<file path="config.mk">
export PLATFORM = sky130hd
export DESIGN_NAME = hex_display_scanner_flat
export DESIGN_NICKNAME = d
export VERILOG_FILES = /design/src/rtl/hex_display_scanner_if.sv /design/src/rtl/hex_display_scanner.sv /design/src/flat_wrapper.sv
export SDC_FILE = /design/constraint.sdc
export NUM_CORES = 1
export LEC_CHECK = 0
export ABC_AREA = 1
export CORE_ASPECT_RATIO = 1.2
export CORE_MARGIN = 2
export CORE_UTILIZATION = 53
export CTS_BUF_LIST = sky130_fd_sc_hd__clkbuf_8
export CTS_CLUSTER_SIZE = 25
export DETAILED_ROUTE_END_ITERATION = 8
export PLACE_DENSITY_LB_ADDON = 0.3
export SLEW_MARGIN = 40
export SYNTH_ARGS = -nofsm -noshare
export SYNTH_HDL_FRONTEND = slang
export SYNTH_SLANG_ARGS = --single-unit
</file>
<file path="constraint.sdc">
create_clock -name clk -period 1.5 [get_ports clk]
set_clock_uncertainty 0.15 [all_clocks]
set_input_delay 0.15 -clock clk [delete_from_list [all_inputs] [get_ports clk]]
set_output_delay 0.15 -clock clk [all_outputs]
set_load 0.1 [all_outputs]
</file>
<file path="src/rtl/hex_display_scanner_if.sv">
`default_nettype none
// ============================================================================
// Module      : hex_display_scanner_if
// Description : Value/load and scan-output bundle for hex_display_scanner.
// Revision    : 1.0 - initial release
// ============================================================================
interface hex_display_scanner_if #(
    parameter int DIGITS = 4
);
    logic [4*DIGITS-1:0] value;
    logic                load;
    logic                load_ack;
    logic [3:0]          position;
    logic [DIGITS-1:0]   digit_sel;
    logic                blank;
    logic                frame_done;

    modport master (
        output value, load,
        input  load_ack, position, digit_sel, blank, frame_done
    );

    modport slave (
        input  value, load,
        output load_ack, position, digit_sel, blank, frame_done
    );
endinterface
`default_nettype wire

</file>
<file path="src/rtl/hex_display_scanner.sv">
`default_nettype none
// ============================================================================
// Module      : hex_display_scanner
// Description : Time-multiplexed hex 7-seg digit scanner with frame-aligned
//               value updates. Define LEADING_ZERO_BLANK_EN to blank leading
//               zero digits.
// Revision    : 1.0 - initial release
// ============================================================================
module hex_display_scanner #(
    parameter int DIGITS   = 4,
    parameter int SCAN_DIV = 50000
) (
    input  wire logic               clk,
    input  wire logic               rst,
    hex_display_scanner_if.slave    bus
);
    localparam int CNT_W = (SCAN_DIV > 1) ? $clog2(SCAN_DIV) : 1;
    localparam int IDX_W = (DIGITS   > 1) ? $clog2(DIGITS)   : 1;
    localparam logic [CNT_W-1:0] c_cnt_last = CNT_W'(SCAN_DIV - 1);
    localparam logic [IDX_W-1:0] c_idx_last = IDX_W'(DIGITS - 1);

    logic [CNT_W-1:0]    r_cnt;
    logic [IDX_W-1:0]    r_idx;
    logic [4*DIGITS-1:0] r_disp;
    logic [4*DIGITS-1:0] r_pend;
    logic                r_pend_valid;
    logic                r_load_ack;
    logic                r_frame_done;

    logic                w_slot_end;
    logic                w_wrap;
    logic [DIGITS-1:0]   w_onehot;

    assign w_slot_end = (r_cnt == c_cnt_last);
    assign w_wrap     = w_slot_end && (r_idx == c_idx_last);
    assign w_onehot   = DIGITS'(1) << r_idx;

    always_ff @(posedge clk or posedge rst) begin
        if (rst) begin
            r_cnt        <= '0;
            r_idx        <= '0;
            r_disp       <= '0;
            r_pend       <= '0;
            r_pend_valid <= 1'b0;
            r_load_ack   <= 1'b0;
            r_frame_done <= 1'b0;
        end else begin
            r_load_ack   <= 1'b0;
            r_frame_done <= 1'b0;

            if (w_slot_end) begin
                r_cnt <= '0;
                r_idx <= w_wrap ? '0 : r_idx + IDX_W'(1);
            end else begin
                r_cnt <= r_cnt + CNT_W'(1);
            end

            // Display updates only on the wrap edge; a same-edge load beats the pending one.
            if (w_wrap) begin
                r_frame_done <= 1'b1;
                r_pend_valid <= 1'b0;
                if (bus.load) begin
                    r_disp     <= bus.value;
                    r_load_ack <= 1'b1;
                end else if (r_pend_valid) begin
                    r_disp     <= r_pend;
                    r_load_ack <= 1'b1;
                end
            end else if (bus.load) begin
                r_pend       <= bus.value;
                r_pend_valid <= 1'b1;
            end
        end
    end

`ifdef LEADING_ZERO_BLANK_EN
    logic w_upper_zero;
    // Selected nibble plus everything above it is zero.
    assign w_upper_zero = ((r_disp >> {r_idx, 2'b00}) == '0);

    always_comb begin
        bus.blank     = 1'b0;
        bus.digit_sel = w_onehot;
        if (w_upper_zero && (r_idx != '0)) begin
            bus.blank     = 1'b1;
            bus.digit_sel = '0;
        end
    end
`else
    always_comb begin
        bus.blank     = 1'b0;
        bus.digit_sel = w_onehot;
    end
`endif

    assign bus.position   = r_disp[{r_idx, 2'b00} +: 4];
    assign bus.load_ack   = r_load_ack;
    assign bus.frame_done = r_frame_done;

endmodule
`default_nettype wire
</file>
<file path="src/flat_wrapper.sv">
// flat-port wrapper written by rule: the top's interface ports become plain ports
module hex_display_scanner_flat 
#(
    parameter int DIGITS   = 4,
    parameter int SCAN_DIV = 50000
)
  (clk, rst, bus_value, bus_load, bus_load_ack, bus_position, bus_digit_sel, bus_blank, bus_frame_done);
  hex_display_scanner_if #(.DIGITS(DIGITS)) bus_i ();
  input  wire logic clk;
  input  wire logic rst;
  input wire logic [$bits(bus_i.value)-1:0] bus_value;
  input wire logic [$bits(bus_i.load)-1:0] bus_load;
  output wire logic [$bits(bus_i.load_ack)-1:0] bus_load_ack;
  output wire logic [$bits(bus_i.position)-1:0] bus_position;
  output wire logic [$bits(bus_i.digit_sel)-1:0] bus_digit_sel;
  output wire logic [$bits(bus_i.blank)-1:0] bus_blank;
  output wire logic [$bits(bus_i.frame_done)-1:0] bus_frame_done;
  assign bus_i.value = bus_value;
  assign bus_i.load = bus_load;
  assign bus_load_ack = bus_i.load_ack;
  assign bus_position = bus_i.position;
  assign bus_digit_sel = bus_i.digit_sel;
  assign bus_blank = bus_i.blank;
  assign bus_frame_done = bus_i.frame_done;
  hex_display_scanner #(.DIGITS(DIGITS), .SCAN_DIV(SCAN_DIV)) u_core (.clk(clk), .rst(rst), .bus(bus_i));
endmodule
</file>
Yosys cells after proc, flatten, opt, wreduce, memory -nomap -nowiden
Cells that the tools add are included.
Word-level totals
  flip-flop bits (word level): 53
  logic and storage cells: 29
Cells by class
  $add $sub $neg: 2
  eq/ne operators: 2
  shifts and indexed selects: 2
  mux-type cells: 10
  bitwise gates (word level): 1
  reduce and logical (&&, ||, !) cells: 5
Operators with widths (count)
  2-to-1 mux 16 bit: 3
  adder 16 x 1 -> 16 bit (second input constant): 1
  == test 16 bit (second input constant): 1
  indexed part select 16 x 5 -> 4 bit: 1
  2-to-1 mux 1 bit: 6
  AND reduction 2 bit: 2
  nonzero test 2 bit: 2
  << shifter 1 x 2 -> 4 bit (first input constant): 1
  adder 2 x 1 -> 2 bit (second input constant): 1
  == test 2 bit (second input constant): 1
  2-to-1 mux 2 bit: 1
  logical AND 1 bit: 1
  inverter 1 bit: 1

Depth between registers and ports, before layout
  depth after elaboration: 4
  depth in mapped cells: 9
  mapped depth without buffers: 9

Worst setup path before layout
No wires, ideal clock.
  path type: reg2out
  from: reg u_core.r_idx[0]
  to: out bus_position[0]
  arrival time: 2.281 ns
  data required time: 1.200 ns
  path slack: -1.081 ns
  stages on the path, launching flop included: 5
  path through: dfrtp_1 > clkbuf_1 > clkinv_1 > o21ai_0 > o22ai_1
Between the ends
  longest elaborated chain between the ends: 1
Ends and longest elaborated chain
  start, declared: line hex_display_scanner.sv:23  | logic [IDX_W-1:0] r_idx;
  start signal, assigned: line hex_display_scanner.sv:53  | r_idx <= w_wrap ? '0 : r_idx + IDX_W'(1);
  indexed part select 16 x 5 -> 4 bit: line hex_display_scanner.sv:96  | assign bus.position = r_disp[{r_idx, 2'b00} +: 4];
  end, declared: line flat_wrapper.sv:14  | output wire logic [$bits(bus_i.position)-1:0] bus_position;
Every way passes these cells.

Final worst setup path
  from: reg u_core.r_idx[0]
  to: out bus_position[1]
Same word-level chain as after synthesis.

==> impl_metrics.csv <==
group,metric,value,unit
run_status,run_status,"complete, but fails checks",
run_status,failed_checks,"negative setup slack",
layout,mostFrequentLayoutCells,"nand2_1, dfrtp_1, inv_1, buf_4, nand2_2",
setup_path,path_cells,"buf_12 -> clkinv_4 -> nor2_2 -> o22ai_4 -> buf_12",
clocking,cts_max_level,2,
die,floorplan.core_area,5260,sq um
setup_path,slowest_stage,"dfrtp_1",
logic_synthesis,synthCells,361,
timing,timing.hold.ws,0.262,ns
timing,timing.setup.tns,-9.17,ns
routing,antenna_left,0,
place,port_buffers,28,
routing,dr.pass1.iters,6,
logic_synthesis,synthesis.area,2860,sq um
routing,detail_route.vias_per_cell,5.86,
die,floorplan.die.height,84.5,um
clocking,cts-buffers-inserted,5,
grt,grt_util_all_layers,31.5,%
layout,fraction_of_layout_instances_using_a_drive_strength_above_1,43.8,%
pwr,p_leak,2.25,nW
timing,max_freq,0.565,GHz
timing,rsz_0062_raised_after_global_routing,"true",
logic_synthesis,synth_cell_type_count,31,
grt,antenna_found_initial,0,
clocking,cts.sink_count,53,
layout,insertedDiodeCount,0,
grt,grt_first_pass_wirelength,14500,um
logic_synthesis,largest_family_of_logic_cells_by_synthesized_area,"simple AND/OR/NAND/NOR gates",
pwr,worst_ir_drop_on_vdd,712,uV
routing,wl,9720,um
clocking,clk-insertion-delay-late,0.32,ns
setup_path,critical_path.max_fanout,5,
setup_path,cp.required,1.20,ns
die,top_level_ports,30,
setup_path,arrival,1.47,ns
logic_synthesis,synth_compound_area_share,6.69,%
logic_synthesis,synth_nets,385,
setup_path,crit_path_top_cell_by_count,"buf_12",
place,post-place-ws,-0.106,ns
logic_synthesis,synth-adder-area-share,2.19,%
timing,period_needed,1.77,ns
timing,hold_violations,0,
die,placementRows,29,
timing,timing.final.setup_violations,58,
logic_synthesis,number_of_warnings_issued_by_yosys,0,
flow_run,drv.max_cap_violation_count,0,
layout,final_nets,471,
die,die_area,6010,sq um
clocking,cts_root_buffer,"clkbuf_8",
grt,grt_max_degree,27,
routing,final_routed_drc_violation_total,0,
place,last_weighted_congestion_value_of_the_routability_driven_placer,0.926,
logic_synthesis,synth_area_per_cell,7.93,sq um
logic_synthesis,synth.ff_latch_count,53,
setup_path,worst_setup_path_start_kind,"flop",
clocking,clk_pin_slew,0.10,ns
setup_path,worst_path_largest_cell_delay,0.44,ns
timing,timing.final.max_slew_violations,0,
logic_synthesis,ys_seq_area_share,46.3,%
routing,initialDrtViolationCount,228,
layout,layout_commonest_cell,"nand2_1",
die,start_util,54.4,%
clocking,cts_tree,"yes",
grt,grt_pass1_vias,2981,
logic_synthesis,synth_simple_gate_area_share,33.5,%
routing,num_vias,2989,
place,detailedPlacementHpwl,4850,um
hold_path,holdCritPathClass,"in -> reg",
timing,worst_slack,-0.270,ns
grt,globalRouteOverflowTotal,0,
die,fp.dieW,71.1,um
timing,min_period_over_period,118,%
layout,syn_to_final_growth,59.5,%
routing,route.detailed.wl_per_inst,19.1,um
setup_path,criticalPathCategory,"reg -> out",
setup_path,worstSetupEndpointType,"primary output",
logic_synthesis,synthXorXnorAreaFrac,1.84,%
logic_synthesis,synth.mux.area_fraction,0,%
pwr,cellPowerDensity,568,nW/um^2
clocking,ctsLongestPathBuffers,2,
## repair_timing
action	in CTS	in global routing
hold endpoints to repair	8	0
setup endpoints to repair	52	60
resized for setup	61	69
buffers inserted	16	10
hold buffers	1	0
cloned	8	1
pin swaps	17	27
## cells by family after synthesis
family,after synthesis
buf+inv,59
compound gates,37
flops,53
fa+ha+maj,5
xor+xnor,6
other cells,1
simple gates,200
## state kept, by name, indices dropped and copies added (netlist names)
name and count:
u_core.bus.frame_done 1, u_core.bus.load_ack 1, u_core.r_cnt 16, u_core.r_disp 16, u_core.r_idx 2, u_core.r_pend 16
u_core.r_pend_valid 1
## path summary, 6_finish.rpt
check	from	end	slack, ns	cells after the start
max	u_core.r_idx[0]$_DFFE_PP0N_	bus_position[1]	-0.27	5
min	bus_value[10]	u_core.r_pend[10]$_DFFE_PP0P_	0.26	3
max reg2reg	u_core.r_cnt[1]$_DFF_PP0_	u_core.r_disp[13]$_DFFE_PP0P_	-0.26	9
min reg2reg	u_core.r_pend[12]$_DFFE_PP0P_	u_core.r_pend[12]$_DFFE_PP0P_	0.33	2
max in group asynchronous	rst	u_core.r_idx[1]$_DFFE_PP0N_	0.22	4
min in group asynchronous	rst	u_core.r_cnt[10]$_DFF_PP0_	0.54	3
## metrics by stage
step	cell area, sq um	power (mW)	util, %	instances
final	4560	2.59	86.8	510
after global routing	4560	2.69	86.8	510
after CTS	4320	2.57	82.1	504
after detailed placement	3700	1.76	70.3	475
after global placement	3700	1.75	70.3	475
after floorplan	2990	1.65	-	361
## power by group
group,internal (mW),total [mW],switching [mW]
combinational,0.120,0.260,0.141
sequential,1.47,1.49,0.0267
clock,0.324,0.841,0.517
## Yosys cell counts
master    number  area, sq um
nand2_4        2         22.5
inv_1         38          143
nor2_4         2         22.5
inv_2          4         15.0
dfrtp_1       53         1330
nor2_1        32          120
buf_2          8         40.0
nand2_2       14         87.6
o21ai_0       27          135
a21oi_1        3         15.0
nand3_2        1         10.0
nand4_1       19          119
or2_1          1         6.26
nand3_1       23          115
clkbuf_8       1         13.8
o22ai_1        4         25.0
nand4_4        1         21.3
xor2_1         6         52.6
clkbuf_1       4         15.0
nor3_1         7         35.0
a31oi_1        1         6.26
ha_1           5         62.6
o21ai_1        2         10.0
nand2_1       95          357
nor2_2         1         6.26
buf_4          2         15.0
clkinv_1       1         3.75
buf_12         1         20.0
nand3_4        1         17.5
nor2_8         1         20.0
conb_1         1         3.75
## area by class of cell
| class | instances | area, sq um |
|---|---|---|
| timing repair inverter | 1 | 8.76 |
| fill | 247 | 697 |
| inverter | 43 | 183 |
| multi-input combinational | 252 | 1800 |
| sequential | 53 | 1330 |
| clock inverter | 3 | 18.8 |
| clock buffer | 5 | 68.8 |
| timing repair buffer | 91 | 1080 |
| tap | 62 | 77.6 |
## layer usage
| layer | routed length (um) | global-route usage (%) |
|---|---|---|
| met5 | 0 | 0 |
| met2 | 5030 | 55.1 |
| met3 | 535 | 6.00 |
| met4 | 749 | 18.9 |
| met1 | 3410 | 35.0 |
## critical path, delay by kind of cell, from the launching register on
family | cells | cell delay (ns)
buffers and inverters | 3 | 0.45
DFF | 1 | 0.44
and+or+nand+nor | 1 | 0.06
AOI/OAI and AO/OA | 1 | 0.20
Power figures use the tool's default switching activity.
